<file path="src/rtl/tree_reduce_pkg.sv">
// Shared definitions for the reduction-tree family: operator selection and
// per-level width arithmetic, so that the tree and its variants agree on bus sizes.
package tree_reduce_pkg;

    typedef enum logic [0:0] {
        OP_SUM = 1'b0,
        OP_MAX = 1'b1
    } op_e;

    // Width of the node outputs of level k (k = 0 is the leaf level).
    // A sum grows one bit per level so it can never overflow; a max keeps the operand width.
    function automatic int level_width(op_e op, int dw, int k);
        if (op == OP_SUM) begin
            return dw + k + 1;
        end else begin
            return dw;
        end
    endfunction

    // Width of the single root result.
    function automatic int out_width(op_e op, int dw, int levels);
        return level_width(op, dw, levels - 1);
    endfunction

endpackage

</file>
<file path="src/rtl/tree_reduce_stage.sv">
// One valid/ready register slice. It accepts whenever it is empty or its content
// is leaving this cycle, so bubbles collapse while the output is stalled.
module tree_reduce_stage #(
    parameter int Width = 8
) (
    input  logic             clk_i,
    input  logic             rst_ni,
    input  logic             clear_i,
    input  logic             in_valid_i,
    output logic             in_ready_o,
    input  logic [Width-1:0] in_data_i,
    output logic             out_valid_o,
    input  logic             out_ready_i,
    output logic [Width-1:0] out_data_o
);

    logic             valid_q;
    logic             valid_d;
    logic             load_s;
    logic [Width-1:0] data_q;

    assign in_ready_o = ~valid_q | out_ready_i;
    assign load_s     = in_valid_i & in_ready_o & ~clear_i;

    // Next valid: flush on clear, refill or drain when ready, otherwise hold.
    always_comb begin
        valid_d = valid_q;
        if (clear_i) begin
            valid_d = 1'b0;
        end else if (in_ready_o) begin
            valid_d = in_valid_i;
        end else begin
            valid_d = valid_q;
        end
    end

    // Valid flag register.
    always_ff @(posedge clk_i or negedge rst_ni) begin
        if (!rst_ni) begin
            valid_q <= 1'b0;
        end else begin
            valid_q <= valid_d;
        end
    end

    // Data register, written only on an actual load so a stalled beat stays put.
    always_ff @(posedge clk_i or negedge rst_ni) begin
        if (!rst_ni) begin
            data_q <= {Width{1'b0}};
        end else if (load_s) begin
            data_q <= in_data_i;
        end
    end

    assign out_valid_o = valid_q;
    assign out_data_o  = data_q;

endmodule

</file>
<file path="src/rtl/tree_reduce_pipe.sv">
// Binary reduction tree over 2**Levels operands (unsigned sum or max), with an
// optional valid/ready register slice after any level chosen by PipeMask.
module tree_reduce_pipe
    import tree_reduce_pkg::*;
#(
    parameter int              DataWidth = 8,
    parameter int              Levels    = 3,
    parameter op_e             Op        = OP_SUM,
    parameter logic [Levels-1:0] PipeMask = '1,
    localparam int             NumIn     = 2 ** Levels,
    localparam int             OutWidth  = out_width(Op, DataWidth, Levels)
) (
    input  logic                       clk_i,
    input  logic                       rst_ni,
    input  logic                       clear_i,
    input  logic                       in_valid_i,
    output logic                       in_ready_o,
    input  logic [NumIn*DataWidth-1:0] in_data_i,
    output logic                       out_valid_o,
    input  logic                       out_ready_i,
    output logic [OutWidth-1:0]        out_data_o,
    output logic                       busy_o
);

    // Handshake chain: index k is the boundary in front of level k, index Levels is the output.
    logic [Levels:0]   vld_s;
    logic [Levels:0]   rdy_s;
    logic [Levels-1:0] stg_busy_s;

    assign vld_s[0]      = in_valid_i;
    assign rdy_s[Levels] = out_ready_i;
    // While flushing nothing may enter, even in a fully combinational tree.
    assign in_ready_o    = rdy_s[0] & ~clear_i;

    if (Levels < 1) begin : g_chk_levels
        $error("tree_reduce_pipe: Levels must be >= 1");
    end
    if (DataWidth < 1) begin : g_chk_width
        $error("tree_reduce_pipe: DataWidth must be >= 1");
    end
    if ($bits(PipeMask) != Levels) begin : g_chk_mask
        $error("tree_reduce_pipe: PipeMask must have Levels bits");
    end

    for (genvar k = 0; k < Levels; k++) begin : g_lvl
        localparam int InW   = (k == 0) ? DataWidth : level_width(Op, DataWidth, k - 1);
        localparam int LvW   = level_width(Op, DataWidth, k);
        localparam int Nodes = 2 ** (Levels - 1 - k);

        logic [2*Nodes*InW-1:0] src_s;
        logic [Nodes*LvW-1:0]   node_s;
        logic [Nodes*LvW-1:0]   lvl_data_s;

        if (k == 0) begin : g_src_in
            assign src_s = in_data_i;
        end else begin : g_src_prev
            assign src_s = g_lvl[k-1].lvl_data_s;
        end

        for (genvar j = 0; j < Nodes; j++) begin : g_node
            logic [InW-1:0] left_s;
            logic [InW-1:0] right_s;

            assign left_s  = src_s[(2*j)*InW +: InW];
            assign right_s = src_s[(2*j+1)*InW +: InW];

            if (Op == OP_SUM) begin : g_sum
                assign node_s[j*LvW +: LvW] = {1'b0, left_s} + {1'b0, right_s};
            end else begin : g_max
                // Ties resolve to the left child.
                assign node_s[j*LvW +: LvW] = (right_s > left_s) ? right_s : left_s;
            end
        end

        if (PipeMask[k]) begin : g_stage
            tree_reduce_stage #(
                .Width(Nodes * LvW)
            ) u_stage (
                .clk_i      (clk_i),
                .rst_ni     (rst_ni),
                .clear_i    (clear_i),
                .in_valid_i (vld_s[k]),
                .in_ready_o (rdy_s[k]),
                .in_data_i  (node_s),
                .out_valid_o(vld_s[k+1]),
                .out_ready_i(rdy_s[k+1]),
                .out_data_o (lvl_data_s)
            );
            assign stg_busy_s[k] = vld_s[k+1];
        end else begin : g_pass
            assign vld_s[k+1]    = vld_s[k];
            assign rdy_s[k]      = rdy_s[k+1];
            assign lvl_data_s    = node_s;
            assign stg_busy_s[k] = 1'b0;
        end
    end

    assign out_valid_o = vld_s[Levels];
    assign out_data_o  = g_lvl[Levels-1].lvl_data_s;
    assign busy_o      = |stg_busy_s;

endmodule
</file>
<file path="config.mk">
export PLATFORM = sky130hd
export DESIGN_NAME = tree_reduce_pipe
export DESIGN_NICKNAME = d
export VERILOG_FILES = /design/src/rtl/tree_reduce_pkg.sv /design/src/rtl/tree_reduce_stage.sv /design/src/rtl/tree_reduce_pipe.sv
export SDC_FILE = /design/constraint.sdc
export NUM_CORES = 1
export LEC_CHECK = 0
export CORE_UTILIZATION = 50
export DETAILED_ROUTE_END_ITERATION = 7
export PLACE_DENSITY = 0.85
export SLEW_MARGIN = 20
export SYNTH_ARGS = -nofsm -noshare
export SYNTH_HDL_FRONTEND = slang
export SYNTH_HIERARCHICAL = 1
export SYNTH_SLANG_ARGS = --single-unit
</file>
<file path="constraint.sdc">
create_clock -name clk_i -period 4.12 [get_ports clk_i]
set_input_delay 0.824 -clock clk_i [delete_from_list [all_inputs] [get_ports clk_i]]
set_output_delay 0.824 -clock clk_i [all_outputs]
set_load 0.01 [all_outputs]
</file>
==> impl_metrics.csv <==
group,metric,value,unit
run_status,status,"finished clean",
grt,grt_usage,0.195,
die,initial_core_util,0.523,
grt,grt_pass1_wl,17200,um
power,p_per_area,595,nW/um^2
synth,yosysSeqAreaShare,0.340,
clock_network,clk_latency,350,ps
die,dieArea,10700,um^2
die,num_io_pins,83,
cells_and_area,finish.instance_area,6280,um^2
place,gp_congestion,0.797,
worst_setup_path,worstSetupStartpointType,"primary input",
place,dp.final_hpwl,7780,um
synth,synth-edff-count,0,
power,total_power,0.00374,W
cells_and_area,nNetsFinal,678,
sta,rsz0062_at_grt,"false",
synth,synthCells,454,
sta,tns,0,ps
worst_setup_path,r2r_end,"g_lvl[2].g_stage.u_stage/out_data_o[8]$_DFFE_PN0P_",
clock_network,cts-hold-fix-buffers,0,
clock_network,clock_path_buffers,2,
power,peakVddDrop,0.289,mV
clock_network,clkSinkCount,70,
grt,first_global_vias,3843,
cells_and_area,diodes,0,
die,rows,36,
cells_and_area,drive_gt1_frac,0.192,
synth,async_flop_share,1.00,
synth,synth_warnings,6,
sta,fmax,296,MHz
drt,wl,9750,um
clock_network,numCtsBuffers,9,
min_path,hp-class,"primary input to async pin",
clock_network,clk_pin_slew,80,ps
clock_network,cts.repair.resized,0,
cells_and_area,area_growth,21.8,%
synth,syn_nets,590,
drt,viasPerCell,5.36,
clock_network,cts_root_buffer,"clkbuf_8",
grt,gr-total-overflow,0,
drt,dr.first_iter.drc_count,63,
worst_setup_path,reg2regPathDepth,8,
sta,finalMaxSlewViolations,0,
synth,avgSynthCellArea,11.4,um^2
run,maxCapViolCount,0,
drt,drcViolationCount,0,
sta,max_slew_margin,0.387,
power,p_leak,2.81,nW
sta,min_period,3380,ps
worst_setup_path,cp-endpoint,"in_ready_o",
clock_network,cts_max_level,3,
sta,worstMarginPinSlew,919,ps
synth,ys.flop_type,"dfrtp_1",
sta,setup_violations,0,
drt,wl_per_cell,14.4,um
synth,ys_ff_latch,70,
die,core-area,9860,um^2
clock_network,cts_tree,"built",
worst_setup_path,path_class,"primary input to primary output",
worst_setup_path,endpoint_kind,"primary output",
grt,grt_antenna_before_repair,0,
worst_setup_path,worstPathArrival,2560,ps
sta,final-hold-violation-count,0,
worst_setup_path,cp_max_fo,3,
grt,grt_max_degree,48,
drt,dr_total_vias,3641,
synth,syn_area,5150,um^2
drt,ant_nets,0,
die,die_y,104,um
synth,synth_cell_types,41,
die,die_w,104,um
worst_setup_path,reg2reg_from,"g_lvl[1].g_stage.u_stage/out_data_o[0]$_DFFE_PN0P_",
drt,drt_first_pass_iters,4,
worst_setup_path,r2r_setup_slack,1740,ps
sta,fin_skew,8.71,ps
worst_setup_path,crit_start,"out_ready_i",
place,io_buffers,82,
worst_setup_path,cp.required,3300,ps
clock_network,post_cts_buffers,0,
place,placed_area,6050,um^2
sta,period_share,0.820,
[synthesized netlist by cell type, types with 2 or more instances]
cell        n  area (um^2)
dfrtp_1    70         1750
ha_1       60          751
nor2_1     38          143
mux2_2     37          417
xnor2_1    31          272
mux2_4     30          450
a21oi_1    21          105
nand2_1    16         60.1
inv_1      15         56.3
a21o_1     13         97.6
nor3_1     13         65.1
xor2_1     13          114
nand3_1    12         60.1
o21ai_0    10         50.1
fa_1        7          140
nor2b_1     5         31.3
a211oi_1    4         30.0
a31oi_1     4         25.0
buf_6       4         45.0
o21a_1      4         30.0
o21bai_1    4         30.0
or2_2       4         25.0
a21oi_2     3         26.3
and2_1      3         18.8
buf_12      3         60.1
nand4_1     3         18.8
nor2b_4     3         41.3
o2111ai_1   3         26.3
o211ai_1    3         22.5
o41ai_2     3         48.8
a211oi_2    2         25.0
nor3b_2     2         25.0
nor4_1      2         12.5
o31ai_1     2         15.0
[cells by family (layout without fill, tap and decap cells)]
| kind of cell | count (synthesis) | in the layout | synth area share |
|---|---|---|---|
| AOI/OAI and AO/OA | 79 | 79 | 0.108 |
| xor gates and xnor gates | 44 | 44 | 0.0748 |
| adders and majority gates | 67 | 67 | 0.173 |
| buffers and inverters | 22 | 114 | 0.0313 |
| DFF | 70 | 70 | 0.340 |
| muxes | 67 | 67 | 0.168 |
| and+or+nand+nor | 105 | 105 | 0.105 |
[how the worst min path moves through the flow]
stage                                                             start                                                   to  slack [ps]
floorplan           g_lvl[0].g_stage.u_stage/out_data_o[29]$_DFFE_PN0P_  g_lvl[0].g_stage.u_stage/out_data_o[29]$_DFFE_PN0P_         480
global placement    g_lvl[2].g_stage.u_stage/out_data_o[10]$_DFFE_PN0P_  g_lvl[2].g_stage.u_stage/out_data_o[10]$_DFFE_PN0P_         490
detailed placement   g_lvl[2].g_stage.u_stage/out_data_o[2]$_DFFE_PN0P_   g_lvl[2].g_stage.u_stage/out_data_o[2]$_DFFE_PN0P_         500
CTS                  g_lvl[2].g_stage.u_stage/out_data_o[2]$_DFFE_PN0P_   g_lvl[2].g_stage.u_stage/out_data_o[2]$_DFFE_PN0P_         510
global route                                                     rst_ni     g_lvl[0].g_stage.u_stage/out_valid_o$_DFFE_PN0P_         510
finish                                                           rst_ni     g_lvl[0].g_stage.u_stage/out_valid_o$_DFFE_PN0P_         470
[worst max-delay path: stages]
cell and delay [ps]:
clkdlybuf4s50_1 440, nor2b_4 140, inv_1 80, nor2b_4 160, inv_1 90, nor2b_4 160, inv_1 50, nor2b_1 120
clkdlybuf4s50_1 490
[cell type report]
class                   instances  area, um^2
repair buffers                 84         833
fillers                       749        3590
well taps                     133         166
clock buffers                  11         151
inverters                      15        56.3
flip-flops and latches         70        1750
multi-input cells             362        3250
clock inverters                 4        70.1
[cell usage in the layout, fill, tap and decap left out, types with 15 or more instances in the layout]
cell	instances
clkdlybuf4s50_1	81
nand2_1	16
dfrtp_1	70
mux2_4	30
xnor2_1	31
a21oi_1	21
inv_1	15
nor2_1	38
ha_1	60
mux2_2	37
[flip-flops by register name, summed over array words and instances (netlist names)]
name	flops
g_lvl.g_stage.u_stage/out_data_o	67
g_lvl.g_stage.u_stage/out_valid_o	3
[through the flow]
step | std cells | utilization | hold WS [ps] | worst slack [ps]
after floorplan | 454 | - | 485 | 1590
after global placement | 664 | 0.614 | 492 | 786
after detailed placement | 664 | 0.614 | 497 | 731
after CTS | 679 | 0.636 | 513 | 731
after global routing | 679 | 0.636 | 510 | 680
final | 679 | 0.636 | 470 | 740
[power breakdown]
part	leakage [nW]	internal, W	switching, W
sequential	0.839	0.000941	0.000175
combinational	1.85	0.00106	0.000936
clock	0.115	0.000369	0.000252
[layer usage]
metal	part of all wire	track usage	vias up
met3	0.029	0.0302	11
met4	0.011	0.0559	0
met2	0.50	0.342	60
met5	0	0	-
li1	-	-	1824
met1	0.46	0.248	1746
No activity file was read; power rests on OpenSTA's default activity.
